File: src/rtl/sha256_pkg.sv
// Shared types, widths and small-sigma helpers for the SHA-256 message schedule.
// Latency: n/a (package only).
// Backpressure: n/a (package only).
package sha256_pkg;

    localparam int WORD_W    = 32;
    localparam int BLK_WORDS = 16;
    localparam int BLK_W     = 512;

    typedef enum logic {
        ST_IDLE = 1'b0,
        ST_RUN  = 1'b1
    } sched_state_t;

    // sigma0: ROTR7 ^ ROTR18 ^ SHR3
    function automatic logic [WORD_W-1:0] s0(input logic [WORD_W-1:0] x);
        return {x[6:0], x[31:7]} ^ {x[17:0], x[31:18]} ^ (x >> 3);
    endfunction

    // sigma1: ROTR17 ^ ROTR19 ^ SHR10
    function automatic logic [WORD_W-1:0] s1(input logic [WORD_W-1:0] x);
        return {x[16:0], x[31:17]} ^ {x[18:0], x[31:19]} ^ (x >> 10);
    endfunction

endpackage

File: src/rtl/sha256_msg_schedule_if.sv
// Block-in / word-out bus of the SHA-256 message schedule expander.
// Latency: n/a (signal bundle only).
// Backpressure: valid/ready on both the block side and the word side.
interface sha256_msg_schedule_if;
    import sha256_pkg::*;

    logic                 blk_valid;
    logic                 blk_ready;
    logic [BLK_W-1:0]     blk_data;
    logic                 flush;
    logic                 w_valid;
    logic                 w_ready;
    logic [WORD_W-1:0]    w_out;
    logic [5:0]           w_idx;
    logic                 w_last;
    logic                 busy;

    // Schedule expander side.
    modport slave (
        input  blk_valid, blk_data, flush, w_ready,
        output blk_ready, w_valid, w_out, w_idx, w_last, busy
    );

    // Block source / round-stage side.
    modport master (
        output blk_valid, blk_data, flush, w_ready,
        input  blk_ready, w_valid, w_out, w_idx, w_last, busy
    );

endinterface

File: src/rtl/sha256_sched_word.sv
// Combinational W[t+16] generator: s1(W[t+14]) + W[t+9] + s0(W[t+1]) + W[t].
// Latency: 0 cycles (pure combinational).
// Backpressure: none; caller decides when to capture the result.
module sha256_sched_word
    import sha256_pkg::*;
(
    input  logic [WORD_W-1:0] w_m16,
    input  logic [WORD_W-1:0] w_m15,
    input  logic [WORD_W-1:0] w_m7,
    input  logic [WORD_W-1:0] w_m2,
    output logic [WORD_W-1:0] w_new
);

    // Modulo-2^32 sum of the four schedule terms.
    always_comb begin
        w_new = s1(w_m2) + w_m7 + s0(w_m15) + w_m16;
    end

endmodule

File: src/rtl/sha256_msg_schedule.sv
// SHA-256 message schedule: loads a 512-bit block, streams W[0..NUM_ROUNDS-1] via a 16-word window.
// Latency: W[0] valid 1 cycle after block accept; one word per w handshake, flush/idle gap of 1 cycle.
// Backpressure: w_ready=0 freezes window and outputs; SHA256_SCHED_PRELOAD_EN lets the next block load on the last word.
module sha256_msg_schedule
    import sha256_pkg::*;
#(
    parameter int NUM_ROUNDS = 64   // legal 17..64
)
(
    input  logic                 clk,
    input  logic                 rst,
    sha256_msg_schedule_if.slave bus
);

    localparam logic [5:0] LAST_T = 6'(NUM_ROUNDS - 1);

    sched_state_t                          state_q, state_d;
    logic [5:0]                            t_q, t_d;
    logic [BLK_WORDS-1:0][WORD_W-1:0]      win_q, win_d;
    logic [WORD_W-1:0]                     w_new;
    logic                                  at_last;
    logic                                  w_hs;
    logic                                  blk_hs;

    // Window taps: W[t], W[t+1], W[t+9], W[t+14] produce W[t+16].
    sha256_sched_word u_word (
        .w_m16 (win_q[0]),
        .w_m15 (win_q[1]),
        .w_m7  (win_q[9]),
        .w_m2  (win_q[14]),
        .w_new (w_new)
    );

    assign at_last = (state_q == ST_RUN) && (t_q == LAST_T);

`ifdef SHA256_SCHED_PRELOAD_EN
    // Next block may land on the same edge as the last word leaves.
    assign bus.blk_ready = !bus.flush && ((state_q == ST_IDLE) || (at_last && bus.w_ready));
`else
    assign bus.blk_ready = !bus.flush && (state_q == ST_IDLE);
`endif

    assign blk_hs      = bus.blk_valid && bus.blk_ready;
    assign w_hs        = (state_q == ST_RUN) && bus.w_ready && !bus.flush;

    assign bus.w_valid = (state_q == ST_RUN);
    assign bus.busy    = (state_q == ST_RUN);
    assign bus.w_out   = win_q[0];
    assign bus.w_idx   = t_q;
    assign bus.w_last  = at_last;

    // Next state: flush wins, then block load overrides the word shift.
    always_comb begin
        state_d = state_q;
        t_d     = t_q;
        win_d   = win_q;
        if (bus.flush) begin
            state_d = ST_IDLE;
            t_d     = '0;
        end else begin
            if (w_hs) begin
                for (int i = 0; i < BLK_WORDS - 1; i++) begin
                    win_d[i] = win_q[i+1];
                end
                win_d[BLK_WORDS-1] = w_new;
                if (t_q == LAST_T) begin
                    state_d = ST_IDLE;
                    t_d     = '0;
                end else begin
                    t_d = t_q + 6'd1;
                end
            end
            if (blk_hs) begin
                for (int i = 0; i < BLK_WORDS; i++) begin
                    win_d[i] = bus.blk_data[BLK_W-1-WORD_W*i -: WORD_W];
                end
                state_d = ST_RUN;
                t_d     = '0;
            end
        end
    end

    // State, round counter and window registers.
    always_ff @(posedge clk or posedge rst) begin
        if (rst) begin
            state_q <= ST_IDLE;
            t_q     <= '0;
            win_q   <= '0;
        end else begin
            state_q <= state_d;
            t_q     <= t_d;
            win_q   <= win_d;
        end
    end

endmodule

File: src/flat_wrapper.sv
// flat-port wrapper written by rule: the top's interface ports become plain ports
module sha256_msg_schedule_flat import sha256_pkg::*;
#(
    parameter int NUM_ROUNDS = 64                  
)
  (clk, rst, bus_blk_valid, bus_blk_data, bus_flush, bus_w_ready, bus_blk_ready, bus_w_valid, bus_w_out, bus_w_idx, bus_w_last, bus_busy);
  sha256_msg_schedule_if bus_i ();
  input  logic clk;
  input  logic rst;
  input wire logic [$bits(bus_i.blk_valid)-1:0] bus_blk_valid;
  input wire logic [$bits(bus_i.blk_data)-1:0] bus_blk_data;
  input wire logic [$bits(bus_i.flush)-1:0] bus_flush;
  input wire logic [$bits(bus_i.w_ready)-1:0] bus_w_ready;
  output wire logic [$bits(bus_i.blk_ready)-1:0] bus_blk_ready;
  output wire logic [$bits(bus_i.w_valid)-1:0] bus_w_valid;
  output wire logic [$bits(bus_i.w_out)-1:0] bus_w_out;
  output wire logic [$bits(bus_i.w_idx)-1:0] bus_w_idx;
  output wire logic [$bits(bus_i.w_last)-1:0] bus_w_last;
  output wire logic [$bits(bus_i.busy)-1:0] bus_busy;
  assign bus_i.blk_valid = bus_blk_valid;
  assign bus_i.blk_data = bus_blk_data;
  assign bus_i.flush = bus_flush;
  assign bus_i.w_ready = bus_w_ready;
  assign bus_blk_ready = bus_i.blk_ready;
  assign bus_w_valid = bus_i.w_valid;
  assign bus_w_out = bus_i.w_out;
  assign bus_w_idx = bus_i.w_idx;
  assign bus_w_last = bus_i.w_last;
  assign bus_busy = bus_i.busy;
  sha256_msg_schedule #(.NUM_ROUNDS(NUM_ROUNDS)) u_core (.clk(clk), .rst(rst), .bus(bus_i));
endmodule
File: config.mk
export PLATFORM = sky130hd
export DESIGN_NAME = sha256_msg_schedule_flat
export DESIGN_NICKNAME = d
export VERILOG_FILES = /design/src/rtl/sha256_pkg.sv /design/src/rtl/sha256_msg_schedule_if.sv /design/src/rtl/sha256_sched_word.sv /design/src/rtl/sha256_msg_schedule.sv /design/src/flat_wrapper.sv
export SDC_FILE = /design/constraint.sdc
export NUM_CORES = 2
export LEC_CHECK = 0
export BUFFER_PORTS_ARGS = -buffer_cell sky130_fd_sc_hd__buf_2
export CAP_MARGIN = 20
export CORE_ASPECT_RATIO = 1.75
export CORE_MARGIN = 8
export CORE_UTILIZATION = 60
export CTS_CLUSTER_SIZE = 16
export DETAILED_ROUTE_END_ITERATION = 10
export PLACE_DENSITY = 0.93
export REMOVE_ABC_BUFFERS = 1
export SLEW_MARGIN = 20
export SYNTH_ARGS = -nofsm -noshare
export SYNTH_HDL_FRONTEND = slang
export SYNTH_SLANG_ARGS = --single-unit
File: constraint.sdc
create_clock -name clk -period 27.6 [get_ports clk]
set_input_delay 1.38 -clock clk [delete_from_list [all_inputs] [get_ports clk]]
set_output_delay 1.38 -clock clk [all_outputs]
set_load 0.1 [all_outputs]
; Yosys cells after proc, flatten, opt, wreduce, memory -nomap -nowiden
; Cells that the tools add are included.
[word_totals]
output_inout_bits = 42
in_bits = 517
reg_bits = 519
[classes]
n_addsub = 4
bitwise = 6
n_eq_ne = 1
mux = 10
n_reduce_logical = 11
[ops]
columns = op, n
row1 = $mux W512, 2
row2 = $add A32 B32 Y32, 3
row3 = $xor A32 B32 Y32, 2
row4 = $xor A32 B22 Y32, 1
row5 = $xor A32 B29 Y32, 1
row6 = $mux W6, 4
row7 = $add A6 B1 Y6 const B, 1
row8 = $eq A6 B6 Y1 const B, 1
row9 = $reduce_bool A3 Y1, 2
row10 = $logic_and A1 B1 Y1, 5
row11 = $mux W1, 4
row12 = $reduce_and A2 Y1, 2
row13 = $not A1 Y1, 2
row14 = $reduce_bool A2 Y1, 1
row15 = $logic_not A1 Y1, 1

; Longest topological paths before layout
[depth]
word_depth = 7
ltp_mapped = 18
ltp_nobuf = 17

; Hierarchy
; A second synthesis with hierarchy kept.
[hier_totals]
cells_unflattened = 2208
hier_area_um2 = 32702.6
[by_module_without_submodules]
columns = mod, area_per_inst_um2, cells_per_inst, n_inst
row1 = sha256_msg_schedule, 28522.4, 1728, 1
row2 = sha256_sched_word, 4180.3, 480, 1

; Worst setup path after synthesis
; OpenSTA, ideal clock, no wires.
[synth_timing]
path_type = in2out
start = input bus_flush
end = output bus_blk_ready
t_required_ns = 26.220
path_stages = 1
arrival_ns = 2.631
n_path_buf = 0
setup_slack_ns = 23.589
path_cell_list = nor2_1
[synth_between]
elab_chain_len = 2
[synth_lines]
columns = item, line
row1 = "start, declared", flat_wrapper.sv:12  ; input wire logic [$bits(bus_i.flush)-1:0] bus_flush;
row2 = $logic_not A1 Y1, sha256_msg_schedule.sv:40  ; assign bus.blk_ready = !bus.flush && (state_q == ST_IDLE);
row3 = $logic_and A1 B1 Y1, sha256_msg_schedule.sv:40
row4 = "end, declared", flat_wrapper.sv:14  ; output wire logic [$bits(bus_i.blk_ready)-1:0] bus_blk_ready;
; Every way passes these cells.

; Worst setup path in the final report
[layout_timing]
start = input bus_blk_valid
end = register u_core.win_q[246] (netlist name)
[layout_between]
elab_chain_len = 3
elab_cells_between_ends = 4
classes_between = mux (1) / reduce/logical (3)
[layout_lines]
columns = item, line
row1 = "start, declared", flat_wrapper.sv:10  ; input wire logic [$bits(bus_i.blk_valid)-1:0] bus_blk_valid;
row2 = $logic_and A1 B1 Y1 (*), sha256_msg_schedule.sv:43  ; assign blk_hs = bus.blk_valid && bus.blk_ready;
row3 = $reduce_bool A2 Y1 (no line), n/a
row4 = $reduce_and A2 Y1 (no line), n/a
row5 = "end signal, assigned", sha256_msg_schedule.sv:92  ; win_q <= win_d;
row6 = "end, declared", sha256_msg_schedule.sv:19  ; logic [BLK_WORDS-1:0][WORD_W-1:0] win_q, win_d;
; Every way passes the cells marked *; elsewhere a longest branch is shown, timed or not.
; A chain may end at the register's enable or synchronous reset.

==> out/qor.txt <==
Run status: finished clean
Met1 Use GR: 39.1%
HPWL after DPL: 66400 µm
Peak VDD IR: 0.132 mV
H-tree depth: 2
Max cap viols: 0
Synth Register Bits: 519
Largest net degree at the start of global routing: 277
Resize count post-CTS: 0
CP cell instances: buf_2, nand2b_1, nor2_4, buf_4, buf_4, buf_4, buf_4, nand2_1, a31oi_1
P_int: 0.00263 W
Slew Viols, Final: 0
Fin. Hold Viols: 0
Clock tree buffer depth: 3
Worst-Skew Late Latency: 0.57 ns
Global Route met2 Usage: 54.1%
Yosys warning count: 0
P per Cell Area: 163 mW/mm²
Initial antenna violation count: 23
Clk_skew: 0.0162 ns
Worst-path clk slew: 0.06 ns
CTS buffer count: 47
Synth unique cells: 56
Synth Instances: 3413
CP peak stage delay: 0.82 ns
Area Overhead vs Synth: 14.5%
Remaining DRCs: 0
Synth Area per Inst: 8.12 µm²
Antenna-violating nets left: 0
Routability cong.: 0.954
Post-synthesis sequential area ratio: 46.9%
Most common cell after layout, fill and taps aside: nand2_1
Syn Std Cell Area: 0.0277 mm²
Lkg Pwr: 15.1 nW
CTS tree: built
Worst path required time: 28.08 ns
I/O pin count: 559
Port buffer count: 558
Synth area leaders: dfrtp_1 47%, nand2_1 14%, a31oi_1 11%
Endpoints failing setup: 0
Most frequent cells in the layout: 1011 x nand2_1, 558 x buf_2, 519 x dfrtp_1
Slew headroom: 26.4%
Crit path kind: input port to flip-flop
Post-synth EDFFs: 0
Die Area: 0.0536 mm²
Placed insts: 4260
Sequential share of power: 23.7%
Vias/cell: 5.89
Post-CTS Hold Buffers: 0
Slowest CP cell: buf_4
Family with the most delay on the worst path: buffers and inverters
GR peak layer: met2
GRT Total Usage: 33.2%
Total clock sinks: 519
Max Fanout on Critical Path: 99
Final instance area: 0.0317 mm²
Worst path most repeated cell: buf_4
Startpoint types: input port
Ys async rst share: 100%
DR iter-0 viols: 2987
Worst hold path class: flip-flop to flip-flop
Final nets: 4337
WP buf/inv: 5
First drt pass iteration count: 7
Sw power: 0.00255 W
Top FF cell, synth: dfrtp_1
Setup bufs post-CTS: 0
Synth top area share: 46.9%
Total gr overflow: 0
Vias in the first global route: 25196
Share of cells above drive strength 1: 17.6%
Sw frac: 49.3%
Area leader, netlist: dfrtp_1
Global-route wire length before repair: 137000 µm
Final wirelength: 91500 µm
Die Wd: 178 µm
Finished Layout Cells: 4368
Clock Tree Root: clkbuf_16
Worst-Margin Slew: 1.10 ns
Chip height: 300 µm
Area after DPL: 0.0302 mm²
Vias: 25716
Comb pwr share: 63.6%
Critical Path AT: 5.39 ns
GRT met3 Usage: 5.54%
Placement row count: 104
RSZ-0062 raised after global routing: no
Core area: 0.0458 mm²
Clock Power Share: 12.7%
Fmax: 203 MHz
Crit. End Element: flip-flop
Post-DR wirelength/cell: 20.9 µm
Final min period: 4.92 ns
Final period utilization: 17.8%
Initial Util: 60.5%
==> metal layers <==
layer	routed length (µm)	up-vias
li1	-	11783
met1	32300	12291
met2	45200	1302
met3	7190	340
met4	6710	0
met5	0	-
==> synthesized netlist by cell type, types with 10 or more instances <==
cell type and number:
dfrtp_1 519, xor2_1 27, a31oi_1 493, a22oi_1 11
nor2_1 515, nand3_1 10, inv_1 145, clkbuf_1 254
o21ai_0 30, xnor2_1 116, buf_4 33, a21oi_1 46
buf_1 22, nand2_1 1011, ha_1 32, fa_1 62
==> power groups by stage <==
stage | combinational, W | clock [W] | sequential (W)
after detailed placement | 0.00325 | 0 | 0.00124
after global placement | 0.00319 | 0 | 0.00123
final | 0.00330 | 0.000656 | 0.00123
after CTS | 0.00328 | 0.000664 | 0.00122
after global routing | 0.00366 | 0.000691 | 0.00125
after floorplan | 0.00248 | 0 | 0.00125
==> sequential cells by signal, summed over array words and instances, names as in the netlist <==
register	count
u_core.win_q	480
u_core.bus.busy	1
u_core.bus.w_out	32
u_core.bus.w_idx	6
==> cell type report <==
type	count	area, µm²
antenna	22	55.1
clock buffer	72	1370
clock inverter	14	138
fill	3544	14100
inverter	145	552
multi-input combinational	2436	12900
sequential	519	13000
tap	583	729
timing repair buffer	577	3010
==> worst min-delay path, cell delays in order (launching register included) <==
cell	delay (ns)
dfrtp_1	0.34
nand2_1	0.05
o21ai_0	0.06
==> per-stage QoR <==
| stage | power, W | TNS (ns) | util, % | setup WS, ns | hold WS (ns) |
|---|---|---|---|---|---|
| after floorplan | 0.00374 | -5119.82 | - | -17.13 | 0.450 |
| after global placement | 0.00442 | 0 | 65.9 | 22.29 | 0.461 |
| after detailed placement | 0.00448 | 0 | 65.9 | 22.20 | 0.471 |
| after CTS | 0.00517 | 0 | 69.2 | 22.80 | 0.485 |
| after global routing | 0.00559 | 0 | 69.3 | 22.37 | 0.522 |
| final | 0.00518 | 0 | 69.3 | 22.68 | 0.486 |
==> kinds of logic after synthesis <==
logic type               share of synthesized area, %
multiplexers                                   0.0723
adder cells (fa/ha/maj)                          5.93
flip-flops                                       46.9
AND/OR/NAND/NOR                                  21.6
AO/OA/AOI/OAI                                    14.3
XOR/XNOR                                         4.52
buffers and inverters                            6.67
==> path summary, 6_finish.rpt <==
| check | slack, ns | start | to | cells after the start |
|---|---|---|---|---|
| worst max-delay path | 22.68 | bus_blk_valid | u_core.win_q[246] | 9 |
| max in group asynchronous | 24.39 | rst | u_core.win_q[176] | 4 |
| worst min register to register | 0.49 | u_core.win_q[484] | u_core.win_q[484] | 2 |
| min in group asynchronous | 0.94 | rst | u_core.win_q[128] | 2 |
| worst max register to register | 22.86 | u_core.win_q[468] | u_core.win_q[511] | 17 |
| worst min-delay path | 0.49 | u_core.win_q[484] | u_core.win_q[484] | 2 |
Note: power is estimated with default switching activity, not from simulation.
